**src/rtl/huffman_pkg.sv**
```systemverilog
// Shared types and width helpers for the Huffman code generator and tree builder.
// Stack entries are packed as {node[IDX_W], code[MAX_LEN], len[LEN_W]}.
package huffman_pkg;

  typedef enum logic [1:0] {
    ST_IDLE = 2'd0,
    ST_LOAD = 2'd1,
    ST_WALK = 2'd2,
    ST_DONE = 2'd3
  } code_state_t;

  function automatic int idx_width(input int n_sym);
    return $clog2(2 * n_sym - 1);
  endfunction

  function automatic int len_width(input int max_len);
    return $clog2(max_len + 1);
  endfunction

  function automatic int entry_width(input int idx_w, input int max_len, input int len_w);
    return idx_w + max_len + len_w;
  endfunction

endpackage

```
**src/rtl/huffman_code_lifo.sv**
```systemverilog
// LIFO with one pop and up to two pushes per cycle; push_b lands above push_a.
// clr discards the current contents before this cycle's pushes are applied.
module code_lifo #(
  parameter int DEPTH = 14,
  parameter int WIDTH = 32
) (
  input  logic                           clk_sys,
  input  logic                           rst_b,
  input  logic                           clr,
  input  logic                           pop,
  input  logic                           push_a,
  input  logic                           push_b,
  input  logic [WIDTH-1:0]               data_a,
  input  logic [WIDTH-1:0]               data_b,
  output logic [WIDTH-1:0]               top,
  output logic                           empty,
  output logic [$clog2(DEPTH+1)-1:0]     count
);
  localparam int CNT_W = $clog2(DEPTH + 1);
  localparam int PTR_W = $clog2(DEPTH);

  logic [WIDTH-1:0] mem [DEPTH];
  logic [CNT_W-1:0] cnt_q;
  logic [CNT_W-1:0] base;
  logic [CNT_W-1:0] slot_b;

  always_comb begin
    base   = clr ? '0 : cnt_q - CNT_W'(pop && (cnt_q != '0));
    slot_b = base + CNT_W'(push_a);
  end

  always_ff @(posedge clk_sys or negedge rst_b) begin
    if (!rst_b) cnt_q <= '0;
    else        cnt_q <= slot_b + CNT_W'(push_b);
  end

  always_ff @(posedge clk_sys) begin
    if (push_a) mem[PTR_W'(base)]   <= data_a;
    if (push_b) mem[PTR_W'(slot_b)] <= data_b;
  end

  assign empty = (cnt_q == '0);
  assign count = cnt_q;
  assign top   = empty ? '0 : mem[PTR_W'(cnt_q - CNT_W'(1))];

endmodule

```
**src/rtl/huffman_code_gen.sv**
```systemverilog
// Walks a Huffman merge list depth-first, one node per cycle, emitting codes/lengths.
// state | meaning
// IDLE  | waiting for Start_code
// LOAD  | latch inputs, clear results, push root
// WALK  | pop one node; leaf -> write code, internal -> push both children
// DONE  | one-cycle Done pulse, then IDLE
module huffman_code_gen
  import huffman_pkg::*;
#(
  parameter int N_SYM   = 10,
  parameter int MAX_LEN = 13,
  parameter int IDX_W   = idx_width(N_SYM),
  parameter int LEN_W   = len_width(MAX_LEN)
) (
  input  logic                         Clk_in,
  input  logic                         n_Rst,
  input  logic                         Start_code,
  input  logic [IDX_W-1:0]             Num_sym,
  input  logic [(N_SYM-1)*2*IDX_W-1:0] Merge_in,
  output logic                         Busy,
  output logic                         Done,
  output logic                         Err,
  output logic [N_SYM*MAX_LEN-1:0]     Code_out,
  output logic [N_SYM*LEN_W-1:0]       Len_out
);
  localparam int ENT_W = entry_width(IDX_W, MAX_LEN, LEN_W);
  localparam int DEPTH = MAX_LEN + 1;
  localparam int CNT_W = $clog2(DEPTH + 1);
  localparam int N_MRG = N_SYM - 1;
  localparam int MRG_W = (N_MRG > 1) ? $clog2(N_MRG) : 1;
  localparam int SYM_W = $clog2(N_SYM);

  code_state_t state_q, state_d;
  logic [(N_SYM-1)*2*IDX_W-1:0] merge_q;
  logic [IDX_W-1:0]   num_q;
  logic [MAX_LEN-1:0] code_q [N_SYM];
  logic [LEN_W-1:0]   len_q  [N_SYM];
  logic [N_SYM-1:0]   visited_q;
  logic               err_q;

  logic [2*IDX_W-1:0] merge_arr [N_MRG];
  logic               lifo_clr, lifo_pop, push_a, push_b, lifo_empty;
  logic [ENT_W-1:0]   data_a, data_b, lifo_top;
  logic [CNT_W-1:0]   lifo_cnt;
  logic               set_err, wr_leaf, is_leaf;

  logic [IDX_W-1:0]   top_node, k_full, left_idx, right_idx, root_idx;
  logic [MAX_LEN-1:0] top_code;
  logic [LEN_W-1:0]   top_len, len_inc;
  logic [SYM_W-1:0]   leaf_sel;
  logic [MRG_W-1:0]   mrg_sel;
  logic [2*IDX_W-1:0] mrg;

  for (genvar k = 0; k < N_MRG; k++) begin : g_merge
    assign merge_arr[k] = merge_q[k*2*IDX_W +: 2*IDX_W];
  end

  for (genvar s = 0; s < N_SYM; s++) begin : g_out
    assign Code_out[s*MAX_LEN +: MAX_LEN] = code_q[s];
    assign Len_out[s*LEN_W +: LEN_W]      = len_q[s];
  end

  assign top_node  = lifo_top[ENT_W-1 -: IDX_W];
  assign top_code  = lifo_top[LEN_W +: MAX_LEN];
  assign top_len   = lifo_top[LEN_W-1:0];
  assign len_inc   = top_len + LEN_W'(1);
  assign is_leaf   = int'(top_node) < N_SYM;
  assign leaf_sel  = is_leaf ? SYM_W'(top_node) : '0;
  assign k_full    = top_node - IDX_W'(N_SYM);
  assign mrg_sel   = (int'(k_full) < N_MRG) ? MRG_W'(k_full) : '0;
  assign mrg       = merge_arr[mrg_sel];
  assign left_idx  = mrg[2*IDX_W-1 -: IDX_W];
  assign right_idx = mrg[IDX_W-1:0];
  assign root_idx  = IDX_W'(N_SYM + int'(Num_sym) - 2);

  always_comb begin
    state_d  = state_q;
    lifo_clr = 1'b0;
    lifo_pop = 1'b0;
    push_a   = 1'b0;
    push_b   = 1'b0;
    data_a   = '0;
    data_b   = '0;
    set_err  = 1'b0;
    wr_leaf  = 1'b0;
    unique case (state_q)
      ST_IDLE: if (Start_code) state_d = ST_LOAD;
      ST_LOAD: begin
        lifo_clr = 1'b1;
        if (Num_sym == '0 || int'(Num_sym) > N_SYM) begin
          set_err = 1'b1;
          state_d = ST_DONE;
        end else begin
          push_b  = 1'b1;
          data_b  = (Num_sym == IDX_W'(1)) ? {IDX_W'(0), MAX_LEN'(0), LEN_W'(1)}
                                           : {root_idx, MAX_LEN'(0), LEN_W'(0)};
          state_d = ST_WALK;
        end
      end
      ST_WALK: begin
        lifo_pop = 1'b1;
        if (lifo_empty) begin
          state_d = ST_DONE;
        end else if (is_leaf) begin
          if (int'(top_node) >= int'(num_q) || visited_q[leaf_sel]) begin
            set_err = 1'b1;
            state_d = ST_DONE;
          end else begin
            wr_leaf = 1'b1;
            if (lifo_cnt == CNT_W'(1)) state_d = ST_DONE;
          end
        end else if (int'(k_full) > int'(num_q) - 2 || int'(left_idx) >= int'(top_node) ||
                     int'(right_idx) >= int'(top_node) || top_len == LEN_W'(MAX_LEN)) begin
          // children must have lower indices than their parent, which rules out cycles
          set_err = 1'b1;
          state_d = ST_DONE;
        end else begin
          push_a = 1'b1;
          push_b = 1'b1;
          data_a = {right_idx, top_code[MAX_LEN-2:0], 1'b1, len_inc};
          data_b = {left_idx,  top_code[MAX_LEN-2:0], 1'b0, len_inc};
        end
      end
      ST_DONE: state_d = ST_IDLE;
      default: state_d = ST_IDLE;
    endcase
  end

  always_ff @(posedge Clk_in or negedge n_Rst) begin
    if (!n_Rst) begin
      state_q   <= ST_IDLE;
      merge_q   <= '0;
      num_q     <= '0;
      visited_q <= '0;
      err_q     <= 1'b0;
      for (int s = 0; s < N_SYM; s++) begin
        code_q[s] <= '0;
        len_q[s]  <= '0;
      end
    end else begin
      state_q <= state_d;
      if (state_q == ST_LOAD) begin
        merge_q   <= Merge_in;
        num_q     <= Num_sym;
        visited_q <= '0;
        err_q     <= set_err;
        for (int s = 0; s < N_SYM; s++) begin
          code_q[s] <= '0;
          len_q[s]  <= '0;
        end
      end else begin
        if (set_err) err_q <= 1'b1;
        if (wr_leaf) begin
          code_q[leaf_sel]    <= top_code;
          len_q[leaf_sel]     <= top_len;
          visited_q[leaf_sel] <= 1'b1;
        end
      end
    end
  end

  code_lifo #(.DEPTH(DEPTH), .WIDTH(ENT_W)) u_lifo (
    .clk_sys (Clk_in),
    .rst_b   (n_Rst),
    .clr     (lifo_clr),
    .pop     (lifo_pop),
    .push_a  (push_a),
    .push_b  (push_b),
    .data_a  (data_a),
    .data_b  (data_b),
    .top     (lifo_top),
    .empty   (lifo_empty),
    .count   (lifo_cnt)
  );

  assign Busy = (state_q == ST_LOAD) || (state_q == ST_WALK);
  assign Done = (state_q == ST_DONE);
  assign Err  = err_q;

endmodule

```
**config.mk**
```make
export PLATFORM = sky130hd
export DESIGN_NAME = huffman_code_gen
export DESIGN_NICKNAME = d
export VERILOG_FILES = /design/src/rtl/huffman_pkg.sv /design/src/rtl/huffman_code_lifo.sv /design/src/rtl/huffman_code_gen.sv
export SDC_FILE = /design/constraint.sdc
export NUM_CORES = 1
export LEC_CHECK = 0
export ABC_AREA = 1
export CAP_MARGIN = 20
export CELL_PAD_IN_SITES_DETAIL_PLACEMENT = 1
export CELL_PAD_IN_SITES_GLOBAL_PLACEMENT = 1
export CORE_ASPECT_RATIO = 1.1
export CORE_MARGIN = 4
export CORE_UTILIZATION = 39
export CTS_CLUSTER_SIZE = 10
export DETAILED_ROUTE_END_ITERATION = 12
export GPL_ROUTABILITY_DRIVEN = 0
export GPL_TIMING_DRIVEN = 0
export HOLD_SLACK_MARGIN = 0.03
export PLACE_DENSITY = 0.79
export SYNTH_ARGS = -nofsm -noshare
export SYNTH_HDL_FRONTEND = slang
export SYNTH_SLANG_ARGS = --single-unit
```
**constraint.sdc**
```tcl
create_clock -name Clk_in -period 7.7 [get_ports Clk_in]
set_input_delay 1.155 -clock Clk_in [delete_from_list [all_inputs] [get_ports Clk_in]]
set_output_delay 1.155 -clock Clk_in [all_outputs]
set_load 0.05 [all_outputs]
```
Yosys cells after proc, flatten, opt, wreduce, memory -nomap -nowiden
Memories as Yosys holds them, arrays and structs flattened.
Cells that the tools add are included.
Storage, ports and cells
  flip-flop bits (word level): 282
  bits in writable memories: 308
  bits of input ports: 98
  output and inout bits: 173
  logic and storage cells: 141
  memories: 1
Memories
  u_lifo.mem: words 14, width 22, read ports 1, clocked after memory_dff 0, write ports 2, RTL line huffman_code_lifo.sv:22  | logic [WIDTH-1:0] mem [DEPTH];
Operators by class
  $add $sub $neg: 9
  magnitude comparators: 12
  eq/ne operators: 9
  multiplexer cells: 65
  bitwise operators: 3
  reductions and logical operators: 16
Operators with widths (count)
  $mux W130: 2
  $mux W22: 10
  $bwmux W130: 1
  $mux W40: 2
  $demux W13 S4: 1
  $pmux W22 S2: 1
  $bmux W10 S4: 1
  $bwmux W40: 1
  $mux W10: 4
  $mux W1: 25
  $demux W4 S4: 1
  $mux W4: 4
  $ge A5 B5 Y1: 3
  $mux W13: 1
  $mux W2: 6
  $ge A5 B5 Y1 const B: 2
  $lt A5 B4 Y1 const B: 2
  $not A4 Y5: 2
  $or A10 B10 Y10: 1
  $add A4 B1 Y4: 2
  $pmux W2 S4: 1
  $gt A6 B6 Y1: 1
  $logic_or A1 B1 Y1: 6
  $sub A5 B2 Y6 const B: 1
  other kinds (28): 33

Logic depth before layout (Yosys ltp)
An unclocked memory read counts as a cell.
  depth after elaboration: 20
  depth in mapped cells: 56
  gate-level depth less buffers: 42

By module
A second synthesis with hierarchy kept.
Unflattened totals
  cell total of the unflattened synthesis: 3949
  area total of the unflattened synthesis: 31526.5 um^2
Modules (own cells, without submodules)
  code_lifo: times used 1, cells an instance 2209, area each 17882.2 um^2, sequential area each 9349.0 um^2
  huffman_code_gen: times used 1, cells an instance 1740, area each 13644.3 um^2, sequential area each 6956.7 um^2

Worst setup path before layout
No wires, ideal clock.
  path type: register -> register
  start: register u_lifo.cnt_q[0], in the netlist u_lifo.count[0]
  end: memory u_lifo.mem[0][13] (netlist name) (data pin)
  setup time: 139 ps
  data arrival time: 8302 ps
  required time: 7561 ps
  slack: -741 ps
  cell stages (with the launch flop): 53
  buffers on the path: 15
  period minus slack after synthesis: 8441 ps
  cells stage by stage: dfrtp_1 buf_2 inv_2 buf_2 buf_4 buf_4 buf_4 buf_4 buf_2 buf_2 ha_1 inv_2 buf_2 nand3_1 nand2_1 nand2_1 nand2_1 nand3_4 [... 17 more ...] o21a_1 o21ai_0 nand2_1 nor3_1 nand4_2 inv_1 buf_2 buf_2 ha_1 ha_1 xor2_1 inv_1 nor3_2 nand2_1 nand2_1 inv_2 buf_2 nor2_1
RTL lines
  start: declaration: RTL line huffman_code_lifo.sv:23  | logic [CNT_W-1:0] cnt_q;
  start signal: assignment: RTL line huffman_code_lifo.sv:34  | else cnt_q <= slot_b + CNT_W'(push_b);
  end: declaration: RTL line huffman_code_lifo.sv:22

==> run summary <==
status = complete, no violations
commonest cells in the netlist = nand2_1, nand3_1, nor2_1
Clk network pwr share = 16.5%
per-cell routed wire length = 24.80 um
Switching Power = 9950 uW
top-area cell type share of the netlist area = 30.49%
post-synth design cell area = 28960 um2
area leader, netlist = edfxtp_1
Overflow after GRT = 0
Placed Area = 33100 um2
Int Pwr = 8789 uW
Hold Vio Cnt, Final = 0
maximum vdd drop = 0.2796 mV
Crit Path Category = reg -> reg
final antenna-violating net count = 0
critical path arrival = 7880 ps
Port Buffers = 270
top_reg_cell synth = edfxtp_1
critical path required time = 7990 ps
Pwr Density = 510.8 nW/um2
Rows = 104
number of global-route vias before repair = 28370
Most Crowded Layer GR = met2
Max clock buf depth = 3
CP Capture Type = flop
Final HPWL DP = 80490 um
EDFF count, synth = 294
GR Util met2 = 50.10%
1st-iter DRT viols = 2338
worst hold path depth = 2
top post-synthesis cells by area = edfxtp_1, dfrtp_1, nand2_1
final WL = 118900 um
Area Overhead vs Synth = 26.69%
r2r startpoint = u_lifo.count[0]
critical path launch point type = flop
fin crit share = 98.67%
initial antenna violation count = 3
Synth Register Bits = 590
Die Y = 293.8 um
CTS clk-pin slew, worst paths = 70 ps
cell at the slowest stage of the critical path = dfrtp_1
Vias/cell = 5.707
R2R Path End = u_lifo.mem[13][19]
met1 Usage GRT = 36.92%
fmax = 131.6 MHz
first drt pass iteration count = 6
sequential element share of the synthesized area = 55.82%
H-tree depth = 3
Initial Util = 39.46%
Pleak = 0.01597 uW
Cell variety after synth = 55
max-slew violations = 0
Top Ports = 271
hold_sp = merge_q[49]
WHS Endpoint = merge_q[49]
first-pass GRT wire length = 174700 um
# setup viols final = 0
synthesized area per cell = 8.588 um2
DIE WIDTH = 267.8 um
switch share = 53.10%
largest net degree at the start of global routing = 120
Num CTS Buffers = 71
Die ar. = 78680 um2
Most common cell on crit path = buf_12
reg-to-reg setup timing slack = 100 ps
met3 GRT Util = 4.156%
Hold Buf Count CTS = 0
worst skew pair latency = 610 ps
Post-Route Utilization = 49.99%
Logic pwr share = 60.5%
Final Skew = 17.96 ps
CTS sink cnt = 590
total nets after synthesis = 3506
FILL cells = 8611
RSZ-0062 raised after global routing = yes
Worst Path Max Fanout = 14
Flop pwr share = 23.0%
Syn Inst Count = 3372
core area = 73390 um2
Vias = 27357
Crit path largest cell delay = 360 ps
Worst Max-Slew Pin Slew = 1107 ps
root buffer cell = clkbuf_16
hold crit path type = reg -> reg
worst reg2reg path depth = 47
most frequent cell after synthesis = nand2_1
max-slew headroom at the worst pin = 26.19%
Max Cap Violations = 0
Synth async-reset ratio = 47.80%
design area = 36690 um2
share of cells above drive strength 1 = 11.57%
TritonCTS clock tree = built
fin nets = 3937
Residual DRC = 0
global-route usage over all layers = 29.20%
Syn. warnings = 0
min cycle time layout = 7598 ps
-- metal layers --
layer	share of wire, %	wire, um
met1	38	45620
met2	50	58890
met3	7.2	8567
met4	4.9	5815
met5	0.017	20
-- cell usage in the layout (no fill, tap or decap), drive strengths merged, types with 108 or more instances in the layout --
| master | instances |
|---|---|
| buf | 195 |
| clkbuf | 203 |
| clkdlybuf4s50 | 269 |
| dfrtp | 282 |
| edfxtp | 294 |
| inv | 203 |
| nand2 | 1086 |
| nand3 | 430 |
| nor2 | 349 |
| nor3 | 109 |
| o21ai | 108 |
-- worst max-delay path by stage --
stage | cells past startpoint | endpoint | start
after floorplan | 51 | u_lifo.mem[11][0] | u_lifo.count[0]
after global placement | 1 | merge_q[80] | n_Rst
after detailed placement | 47 | u_lifo.mem[10][20] | u_lifo.count[0]
after CTS | 49 | u_lifo.mem[8][8] | u_lifo.count[0]
after global routing | 50 | u_lifo.mem[12][17] | u_lifo.count[0]
final | 47 | u_lifo.mem[13][19] | u_lifo.count[0]
-- state kept, by name, summed over array words and instances (netlist names) --
name / cells
Code_out: 130
u_lifo.mem: 308
state_q: 2
Len_out: 40
visited_q: 10
num_q: 5
u_lifo.count: 4
merge_q: 90
Err: 1
-- final cells by class --
cell class / count / area (um2) / share of cell area [%]
Antenna cell: 2 / 5.005 / 0.01364
Buffer: 217 / 1299 / 3.540
Clock buffer: 102 / 1944 / 5.300
Clock inverter: 6 / 55.05 / 0.1501
Inverter: 207 / 833.3 / 2.271
Multi-Input combinational cell: 2363 / 11690 / 31.86
Sequential cell: 590 / 16170 / 44.06
Tap cell: 954 / 1194 / 3.254
Timing Repair Buffer: 350 / 3481 / 9.488
Timing Repair inverter: 3 / 22.52 / 0.06139
-- cell families (layout without fill, tap and decap cells) --
logic type	Yosys count	count (layout)	share of synthesized area (%)
simple gates	1989	2000	29.40
flops	590	590	55.82
buf+inv	430	885	6.464
fa+ha+maj	36	36	1.555
xor+xnor	6	6	0.1815
compound gates	321	321	6.576
other cells	0	2	0
-- metrics by stage --
| stage | setup TNS (ps) | setup slack [ps] | total power, uW | instances | hold WS [ps] |
|---|---|---|---|---|---|
| floorplan | 0 | 82.01 | 10610 | 3372 | 436.6 |
| detailed placement | -1949220 | -3805 | 14550 | 4598 | 459.2 |
| CTS | 0 | 12.39 | 18200 | 4764 | 472.9 |
| finish | 0 | 102.2 | 18740 | 4794 | 468.1 |
| global placement | -3916850 | -7331 | 14310 | 4596 | 453.1 |
| global route | -21850 | -163.4 | 19630 | 4792 | 486.3 |
-- repair_timing --
item / 4_1_cts / 5_1_grt
setup buffers: 47 / 28
hold endpoints to repair: 0 / 0
setup endpoints to repair: 609 / 602
gates resized for setup: 133 / 61
pin swaps: 29 / 23
cloned: 15 / 2
-- critical path, delay by kind of cell, from the launching register on --
family	cells	cell delay (ps)
fa+ha+maj	4	1040
flops	1	360
buf+inv	18	2260
simple gates	19	2720
compound gates	6	810
-- power groups by stage --
| stage | Sequential (uW) | Clock (uW) | Combinational [uW] |
|---|---|---|---|
| global placement | 4350 | 0 | 9960 |
| finish | 4320 | 3090 | 11300 |
| CTS | 4310 | 3080 | 10800 |
| global route | 4370 | 3230 | 12000 |
| detailed placement | 4350 | 0 | 10200 |
| floorplan | 4990 | 0 | 5620 |
(Power assumes the default switching activity.)
